==> src/rtl/studio2_pkg.sv <==
// Shared definitions for the studio2 ROM loader: loader FSM states and default BRAM depth.
package studio2_pkg;

  localparam int DEFAULT_DEPTH = 512;

  typedef enum logic [1:0] {
    IDLE  = 2'd0,
    CLEAR = 2'd1,
    LOAD  = 2'd2,
    DONE  = 2'd3
  } loader_state_e;

endpackage

==> src/rtl/rom_loader.sv <==
// HPS ioctl download to BRAM loader: zero-fills DEPTH bytes, then streams downloaded bytes in.
// Define ROM_LOADER_CHECKSUM_EN to add the 8-bit running checksum output.
module rom_loader
  import studio2_pkg::*;
#(
  parameter int         DEPTH = DEFAULT_DEPTH,
  parameter logic [7:0] INDEX = 8'h00
) (
  input  logic        clk,
  input  logic        reset,
  input  logic        ioctl_download,
  input  logic [7:0]  ioctl_index,
  input  logic        ioctl_wr,
  input  logic [24:0] ioctl_addr,
  input  logic [7:0]  ioctl_dout,
  output logic        ioctl_wait,
  output logic        bram_download,
  output logic        bram_wr,
  output logic [15:0] bram_init_address,
  output logic [7:0]  bram_din,
  output logic        load_done,
  output logic        overflow
`ifdef ROM_LOADER_CHECKSUM_EN
  ,
  output logic [7:0]  checksum
`endif
);

  localparam logic [15:0] LastAddr = 16'(DEPTH - 1);

  loader_state_e state_q, state_d;
  logic        dlPrev_q;
  logic [15:0] clearCnt_q, clearCnt_d;
  logic        holdValid_q, holdValid_d;
  logic [15:0] holdAddr_q, holdAddr_d;
  logic [7:0]  holdData_q, holdData_d;
  logic        skidValid_q, skidValid_d;
  logic [15:0] skidAddr_q, skidAddr_d;
  logic [7:0]  skidData_q, skidData_d;
  logic        loadDone_q, loadDone_d;
  logic        overflow_q, overflow_d;
  logic        dlRise, inRange, accept, clearEntry;

  assign dlRise     = ioctl_download & ~dlPrev_q;
  assign inRange    = ioctl_addr < 25'(DEPTH);
  assign accept     = (state_q == LOAD) & ioctl_wr & inRange;
  assign clearEntry = (state_q == IDLE) & (state_d == CLEAR);

  always_ff @(posedge clk) begin
    if (reset) state_q <= IDLE;
    else       state_q <= state_d;
  end

  // LOAD only finishes once the holding and skid registers have both drained.
  always_comb begin
    state_d = state_q;
    unique case (state_q)
      IDLE:    if (dlRise && ioctl_index == INDEX) state_d = CLEAR;
      CLEAR:   if (!ioctl_download) state_d = IDLE;
               else if (clearCnt_q == LastAddr) state_d = LOAD;
      LOAD:    if (!ioctl_download && !holdValid_d && !skidValid_d) state_d = DONE;
      DONE:    state_d = IDLE;
      default: state_d = IDLE;
    endcase
  end

  always_comb begin
    ioctl_wait        = 1'b0;
    bram_download     = 1'b0;
    bram_wr           = 1'b0;
    bram_init_address = '0;
    bram_din          = '0;
    unique case (state_q)
      CLEAR: begin
        ioctl_wait        = 1'b1;
        bram_download     = 1'b1;
        bram_wr           = 1'b1;
        bram_init_address = clearCnt_q;
      end
      LOAD: begin
        ioctl_wait        = skidValid_q;
        bram_download     = 1'b1;
        bram_wr           = holdValid_q;
        bram_init_address = holdAddr_q;
        bram_din          = holdData_q;
      end
      DONE:    bram_download = 1'b1;
      default: ;
    endcase
  end

  // The holding register empties every cycle; a strobe that finds it full parks in the skid
  // register (raising ioctl_wait) and moves into the holding register on the next edge.
  always_comb begin
    holdValid_d = 1'b0;
    holdAddr_d  = holdAddr_q;
    holdData_d  = holdData_q;
    skidValid_d = 1'b0;
    skidAddr_d  = skidAddr_q;
    skidData_d  = skidData_q;
    if (skidValid_q) begin
      holdValid_d = 1'b1;
      holdAddr_d  = skidAddr_q;
      holdData_d  = skidData_q;
    end else if (accept && !holdValid_q) begin
      holdValid_d = 1'b1;
      holdAddr_d  = ioctl_addr[15:0];
      holdData_d  = ioctl_dout;
    end
    if (accept && (holdValid_q || skidValid_q)) begin
      skidValid_d = 1'b1;
      skidAddr_d  = ioctl_addr[15:0];
      skidData_d  = ioctl_dout;
    end
  end

  always_comb begin
    clearCnt_d = (state_q == CLEAR) ? clearCnt_q + 16'd1 : 16'd0;
    loadDone_d = loadDone_q;
    overflow_d = overflow_q;
    if (clearEntry) begin
      loadDone_d = 1'b0;
      overflow_d = 1'b0;
    end else begin
      if (state_q == LOAD && state_d == DONE) loadDone_d = 1'b1;
      if (state_q == LOAD && ioctl_wr && !inRange) overflow_d = 1'b1;
    end
  end

  always_ff @(posedge clk) begin
    if (reset) begin
      clearCnt_q  <= '0;
      holdValid_q <= 1'b0;
      holdAddr_q  <= '0;
      holdData_q  <= '0;
      skidValid_q <= 1'b0;
      skidAddr_q  <= '0;
      skidData_q  <= '0;
      loadDone_q  <= 1'b0;
      overflow_q  <= 1'b0;
    end else begin
      clearCnt_q  <= clearCnt_d;
      holdValid_q <= holdValid_d;
      holdAddr_q  <= holdAddr_d;
      holdData_q  <= holdData_d;
      skidValid_q <= skidValid_d;
      skidAddr_q  <= skidAddr_d;
      skidData_q  <= skidData_d;
      loadDone_q  <= loadDone_d;
      overflow_q  <= overflow_d;
    end
  end

  // Tracks the download line even through reset so a download held across reset does not restart.
  always_ff @(posedge clk) begin
    dlPrev_q <= ioctl_download;
  end

  assign load_done = loadDone_q;
  assign overflow  = overflow_q;

`ifdef ROM_LOADER_CHECKSUM_EN
  logic [7:0] checksum_q;

  always_ff @(posedge clk) begin
    if (reset || clearEntry)             checksum_q <= '0;
    else if (state_q == LOAD && holdValid_q) checksum_q <= checksum_q + holdData_q;
  end

  assign checksum = checksum_q;
`endif

endmodule
==> config.mk <==
export PLATFORM = sky130hd
export DESIGN_NAME = rom_loader
export DESIGN_NICKNAME = d
export VERILOG_FILES = /design/src/rtl/studio2_pkg.sv /design/src/rtl/rom_loader.sv
export SDC_FILE = /design/constraint.sdc
export NUM_CORES = 1
export LEC_CHECK = 0
export BUFFER_PORTS_ARGS = -buffer_cell sky130_fd_sc_hd__buf_2
export CORE_MARGIN = 5
export CORE_UTILIZATION = 35
export CTS_BUF_LIST = sky130_fd_sc_hd__clkbuf_8
export CTS_CLUSTER_SIZE = 40
export DETAILED_ROUTE_END_ITERATION = 8
export PLACE_DENSITY = 0.59
export REMOVE_ABC_BUFFERS = 1
export SLEW_MARGIN = 10
export SYNTH_ARGS = -nofsm -noshare
export SYNTH_HDL_FRONTEND = slang
export SYNTH_SLANG_ARGS = --single-unit
==> constraint.sdc <==
create_clock -name clk -period 2.7 [get_ports clk]
set_clock_uncertainty 0.15 [all_clocks]
set_input_delay 0.54 -clock clk [delete_from_list [all_inputs] [get_ports clk]]
set_output_delay 0.54 -clock clk [all_outputs]
set_load 0.01 [all_outputs]
==> results of run 1 <==
## through the flow
step / worst slack, ns / util
final: 0.222 / 0.427
after global routing: 0.0965 / 0.427
after CTS: 0.108 / 0.427
after detailed placement: 0.259 / 0.409
after global placement: 0.305 / 0.409
after floorplan: 0.121 / -
## flip-flops by register name, indices dropped and copies added (netlist names)
register and flops:
clearCnt_q 16, dlPrev_q 1, holdAddr_q 16, holdData_q 8, holdValid_q 1, load_done 1
overflow 1, skidAddr_q 16, skidData_q 8, skidValid_q 1, state_q 2
## power by group through the flow
stage / Clock (mW) / Sequential, mW / Combinational (mW)
4_1_cts: 0.745 / 1.05 / 0.0666
3_5_place_dp: 0 / 1.07 / 0.0664
2_1_floorplan: 0 / 1.07 / 0.00960
3_3_place_gp: 0 / 1.07 / 0.0654
6_report: 0.723 / 1.05 / 0.0658
5_1_grt: 0.795 / 1.05 / 0.0710
## cells in the final DEF (no fill, tap or decap), types with 2 or more instances in the layout
master,n
a211oi_1,3
a21oi_1,34
a221oi_1,4
a22oi_1,16
a311oi_1,14
and2_1,15
and3_1,4
buf_2,73
buf_4,11
clkbuf_8,9
clkinv_2,3
clkinvlp_4,3
dfxtp_1,71
ha_1,4
ha_2,2
inv_1,11
nand2_1,78
nand3_1,12
nand3_2,8
nor2_1,35
nor2b_1,18
nor3_1,4
nor4_1,3
nor4_4,4
nor4b_1,2
or3_1,3
or4_1,2
xnor2_1,3
xor2_1,10
## cell usage after synthesis (all sizes together)
master	n
buf	8
a21oi	34
ha	6
or4	3
and3	4
nand2b	1
xnor2	3
and4	1
a22oi	16
inv	10
o21a	1
nor2	35
and2	15
a211oi	3
nor2b	18
nand3b	1
a311oi	14
nand4	1
o31ai	1
nor4b	2
clkinv	1
clkbuf	17
a221oi	4
nand3	20
xor2	10
nor4	7
nor3	5
o21ai	1
nand2	78
dfxtp	71
o311ai	1
or3	3
## repair_timing
item / in CTS / in global routing
gates resized for setup: 0 / 2
endpoints found under the setup margin: 0 / 6
buffers inserted: 0 / 0
## path summary, 6_finish.rpt
check,depth (start not counted),from,end,slack (ns)
worst min register to register,2,skidData_q[2],skidData_q[2],0.30
worst max register to register,7,state_q[0],skidAddr_q[8],0.43
worst max-delay path,6,state_q[0],bram_init_address[8],0.22
worst min-delay path,1,ioctl_download,dlPrev_q,0.23
## cell type report
| class | instances | area share |
|---|---|---|
| Tap cell | 111 | 0.0354 |
| Multi-Input combinational cell | 288 | 0.436 |
| Timing Repair Buffer | 84 | 0.114 |
| Inverter | 11 | 0.0105 |
| Clock buffer | 9 | 0.0315 |
| Sequential cell | 71 | 0.362 |
| Clock inverter | 7 | 0.0105 |
## per-layer routing
metal | GRT usage | vias to the layer above
li1 | - | 1498
met1 | 0.186 | 1381
met2 | 0.249 | 51
met3 | 0.0295 | 4
met4 | 0.0548 | 0
met5 | 0 | -
## kinds of logic after synthesis
| group | count (synthesis) |
|---|---|
| compound gates | 75 |
| xor+xnor | 13 |
| fa+ha+maj | 6 |
| buf+inv | 36 |
| flops | 71 |
| simple gates | 194 |
==> flow_summary.toml, run 1 <==
[final_layout]
multiInputGateArea_sq_mm = 0.00171
num_antenna_cells = 0
regArea_sq_mm = 0.00142
num-nets-final = 516
nFillCells = 974
fin_cells = 581
area_delta_synth_final_pct = 19.4
drive_above_1_share = 0.245
final_area_sq_mm = 0.00393

[detailed_routing]
wl_met1_microns = 3580
drc = 0
drt_first_pass_iters = 4
vias_per_cell = 5.05
drt_wl_total_microns = 8270
routed.top_layer = "met4"
wl_per_cell_microns = 14.2
drt-initial-drc-count = 126
wl_met3_microns = 354
met2_length_microns = 4280
vias = 2934
antenna_left = 0

[critical_path]
crit_arrival_ns = 1.79
start_kind = "flip-flop"
crit_slowest_cell = "dfxtp_1"
path_delay_family = "buffers and inverters"
cp.required_ns = 2.01
crit_buf_inv = 3
path_max_fanout = 13
slowest_delay_ns = 0.34
critPathKind = "flip-flop to primary output"
endpoint_kind = "primary output"
cp_cell_sequence = "inv_1 -> ha_2 -> buf_4 -> a22oi_1 -> nor2b_1 -> buf_2"

[yosys]
yosys.area_share.adder = 0.0228
synthCells = 395
synth_compound_area_frac = 0.152
mappedNetlistArea_sq_mm = 0.00329
yosysSeqAreaShare = 0.432
synth_top_area_frac = 0.432
syn_avg_cell_area_sq_um = 8.33
synth_top_family_by_area = "simple AND/OR/NAND/NOR gates"
synth_top_cell_by_area = "dfxtp_1"
ys_ff_latch = 71
synth_xor_area_frac = 0.0346
yosys_warnings = 0
yosys-mux-area-fraction = 0
synth.area.top_cells = "dfxtp_1 43%, nand2_1 8.9%, a21oi_1 5.2%, nor2_1 4.0%, a311oi_1 3.7%"
ys_types = 38
synthSimpleGateAreaFrac = 0.310

[sta]
finalHoldViolCount = 0
fin_setup_tns_ns = 0
worst_slew_pin_slew_ns = 0.664
slew_viol_final = 0
fmax_mhz = 404
holdWs_ns = 0.226
slew_headroom = 0.557
post-route-period-util = 0.918
rsz0062_at_grt = "false"
setup_violations = 0
post-route-min-period_ns = 2.48

[clocking]
clkSinkCount = 71
cts_tree = "done"
clk_pin_slew_ns = 0.07
cts_made_buffers = 9
cts_max_level = 3
cts_buffer_depth = 2
hold_buffers = 0
insertion_delay_ns = 0.33
cts_root_buffer = "clkbuf_8"

[pwr]
p_sw_mw = 0.435
clkPwrFrac = 0.394
sw_frac_of_total = 0.237
pwr-share-seq = 0.570
internal_power_mw = 1.40
p_leak_nw = 1.41
comb_power_share = 0.036
power_density_mw_per_mm2 = 467
peakVddDrop_mv = 0.262
power_mw = 1.84

[place]
place_congestion = 0.769
place_area_sq_mm = 0.00376
dp_cells = 565
io_buffers = 73
hpwlAfterDp_microns = 5960

[hold_path]
holdCritPathClass = "input port to flip-flop"

[floorplanning]
rows = 35
ios = 74
dieArea_sq_mm = 0.0114
start_util = 0.358
die_h_microns = 107
core_area_sq_mm = 0.00920
die_w_microns = 107

[grt]
grt_max_degree = 26
grt_pass1_wl_microns = 13400
grt-ovfl-total = 0
grt_pass1_vias = 2825
grt_use_total = 0.147
antenna_found_initial = 0

[flow_run]
drv_cap = 0

[outcome]
status = "completed"
No activity file was read; power rests on OpenSTA's default activity.
==> run 2: changes to the inputs <==
--- a/config.mk
+++ b/config.mk
@@ -7,11 +7,12 @@
 export LEC_CHECK = 0
 export BUFFER_PORTS_ARGS = -buffer_cell sky130_fd_sc_hd__buf_2
 export CORE_MARGIN = 5
-export CORE_UTILIZATION = 35
+export CORE_UTILIZATION = 40
 export CTS_BUF_LIST = sky130_fd_sc_hd__clkbuf_8
 export CTS_CLUSTER_SIZE = 40
 export DETAILED_ROUTE_END_ITERATION = 8
-export PLACE_DENSITY = 0.59
+export GPL_TIMING_DRIVEN = 1
+export PLACE_DENSITY = 0.65
 export REMOVE_ABC_BUFFERS = 1
 export SLEW_MARGIN = 10
 export SYNTH_ARGS = -nofsm -noshare
==> flow_summary.toml, run 2 (same netlist as run 1, synthesis figures left out) <==
[outcome]
status = "completed"

[place]
io_buffers = 73
hpwlAfterDp_microns = 5600
place_congestion = 0.882

[clocking]
hold_buffers = 0
cts_buffer_depth = 2
cts_root_buffer = "clkbuf_8"
cts_tree = "done"
clk_pin_slew_ns = 0.07
cts_resized = 0
cts_max_level = 3
insertion_delay_ns = 0.35
cts_setup_buffers = 0
cts_made_buffers = 9
clkSinkCount = 71

[pwr]
internal_power_mw = 1.50
clkPwrFrac = 0.422
p_sw_mw = 0.428
power_density_mw_per_mm2 = 489
peakVddDrop_mv = 0.258
sw_frac_of_total = 0.223
p_leak_nw = 1.43
comb_power_share = 0.034
pwr-share-seq = 0.544

[critical_path]
start_kind = "flip-flop"
crit_slowest_cell = "dfxtp_1"
r2r_setup_slack_ns = 0.39
crit_buf_inv = 3
path_delay_family = "buffers and inverters"
worstReg2RegStart = "state_q[0]"
path_depth = 6
worstReg2RegEnd = "holdAddr_q[2]"
cp.required_ns = 2.01
endpoint_kind = "primary output"
cp_cell_sequence = "inv_1 -> ha_1 -> buf_4 -> a22oi_1 -> nor2b_1 -> buf_2"
path_max_fanout = 16
slowest_delay_ns = 0.39
critPathKind = "flip-flop to primary output"
rr_worst_depth = 8
crit_arrival_ns = 1.81

[sta]
fmax_mhz = 400
post-route-period-util = 0.925
fin_setup_tns_ns = 0
worst_slew_pin_slew_ns = 0.618
rsz0062_at_grt = "false"
finalHoldViolCount = 0
post-route-min-period_ns = 2.50
slew_headroom = 0.584
holdWs_ns = 0.223
slew_viol_final = 0
setup_violations = 0

[final_layout]
num_antenna_cells = 0
area_delta_synth_final_pct = 19.5
num-nets-final = 515
drive_above_1_share = 0.239
reg_top3 = "clearCnt_q: 16 flops, holdAddr_q: 16 flops, skidAddr_q: 16 flops"
nFillCells = 799
final_cell_mix = "78 x nand2_1, 73 x buf_2, 71 x dfxtp_1"
final_common_cell = "nand2_1"
regArea_sq_mm = 0.00142
multiInputGateArea_sq_mm = 0.00171

[grt]
antenna_found_initial = 0
grt_pass1_wl_microns = 12700
grt_max_degree = 29
grt-ovfl-total = 0
grt_use_total = 0.156
grt_pass1_vias = 2697

[detailed_routing]
drt-initial-drc-count = 151
wl_per_cell_microns = 13.6
antenna_left = 0
drc = 0
vias_per_cell = 4.98
drt_first_pass_iters = 4
drt_wl_total_microns = 7820
vias = 2856

[floorplanning]
rows = 33
dieArea_sq_mm = 0.0101
core_area_sq_mm = 0.00813
ios = 74
die_w_microns = 101
start_util = 0.405
die_h_microns = 101

[hold_path]
min_from = "ioctl_download"
min_path_cells = 1
holdCritPathClass = "input port to flip-flop"
holdPathEnd = "dlPrev_q"

[flow_run]
drv_cap = 0
-- run 2: how the worst max path moves through the flow --
stage	start	end	slack, ns
after CTS	state_q[0]	bram_init_address[9]	0.20
final	state_q[0]	bram_init_address[1]	0.20
after detailed placement	ioctl_addr[12]	holdAddr_q[2]	0.27
after global routing	state_q[0]	bram_init_address[9]	0.08
after global placement	ioctl_addr[19]	holdData_q[3]	0.31
after floorplan	state_q[0]	holdAddr_q[0]	0.12
-- run 2: final cells by class --
type / count / share of cell area
clock buffers: 9 / 0.0315
repair buffers: 83 / 0.112
inverters: 11 / 0.0105
well taps: 105 / 0.0334
flip-flops and latches: 71 / 0.361
multi-input cells: 288 / 0.435
clock inverters: 7 / 0.0165
-- run 2: layer usage --
| layer | GRT usage | vias to the layer above | routed length (microns) |
|---|---|---|---|
| met2 | 0.249 | 50 | 3860 |
| met4 | 0.0580 | 0 | 126 |
| met1 | 0.206 | 1301 | 3500 |
| met3 | 0.0332 | 11 | 330 |
| met5 | 0 | - | 0 |
| li1 | - | 1494 | - |
-- run 2: power by group through the flow --
stage	Sequential (mW)	Clock (mW)	Combinational, mW
after floorplan	1.07	0	0.00960
after global placement	1.07	0	0.0645
after detailed placement	1.07	0	0.0661
after global routing	1.05	0.875	0.0730
final	1.05	0.812	0.0657
after CTS	1.05	0.832	0.0664
-- run 2: worst register-to-register path, stage by stage, from the launching register on --
cell and delay [ns]:
dfxtp_1 0.35, inv_1 0.14, ha_1 0.31, buf_4 0.22, nand2_1 0.15, or4_1 0.42
buf_4 0.25, nand2_1 0.11, a311oi_1 0.09
-- run 2: stage by stage --
step	instances	total power, mW	area, sq um	util	worst slack (ns)
after floorplan	370	1.08	3170	-	0.121
after global placement	558	1.14	3740	0.460	0.314
after detailed placement	558	1.14	3740	0.460	0.270
after CTS	574	1.95	3930	0.483	0.195
after global routing	574	2.00	3930	0.483	0.0826
final	574	1.92	3930	0.483	0.202
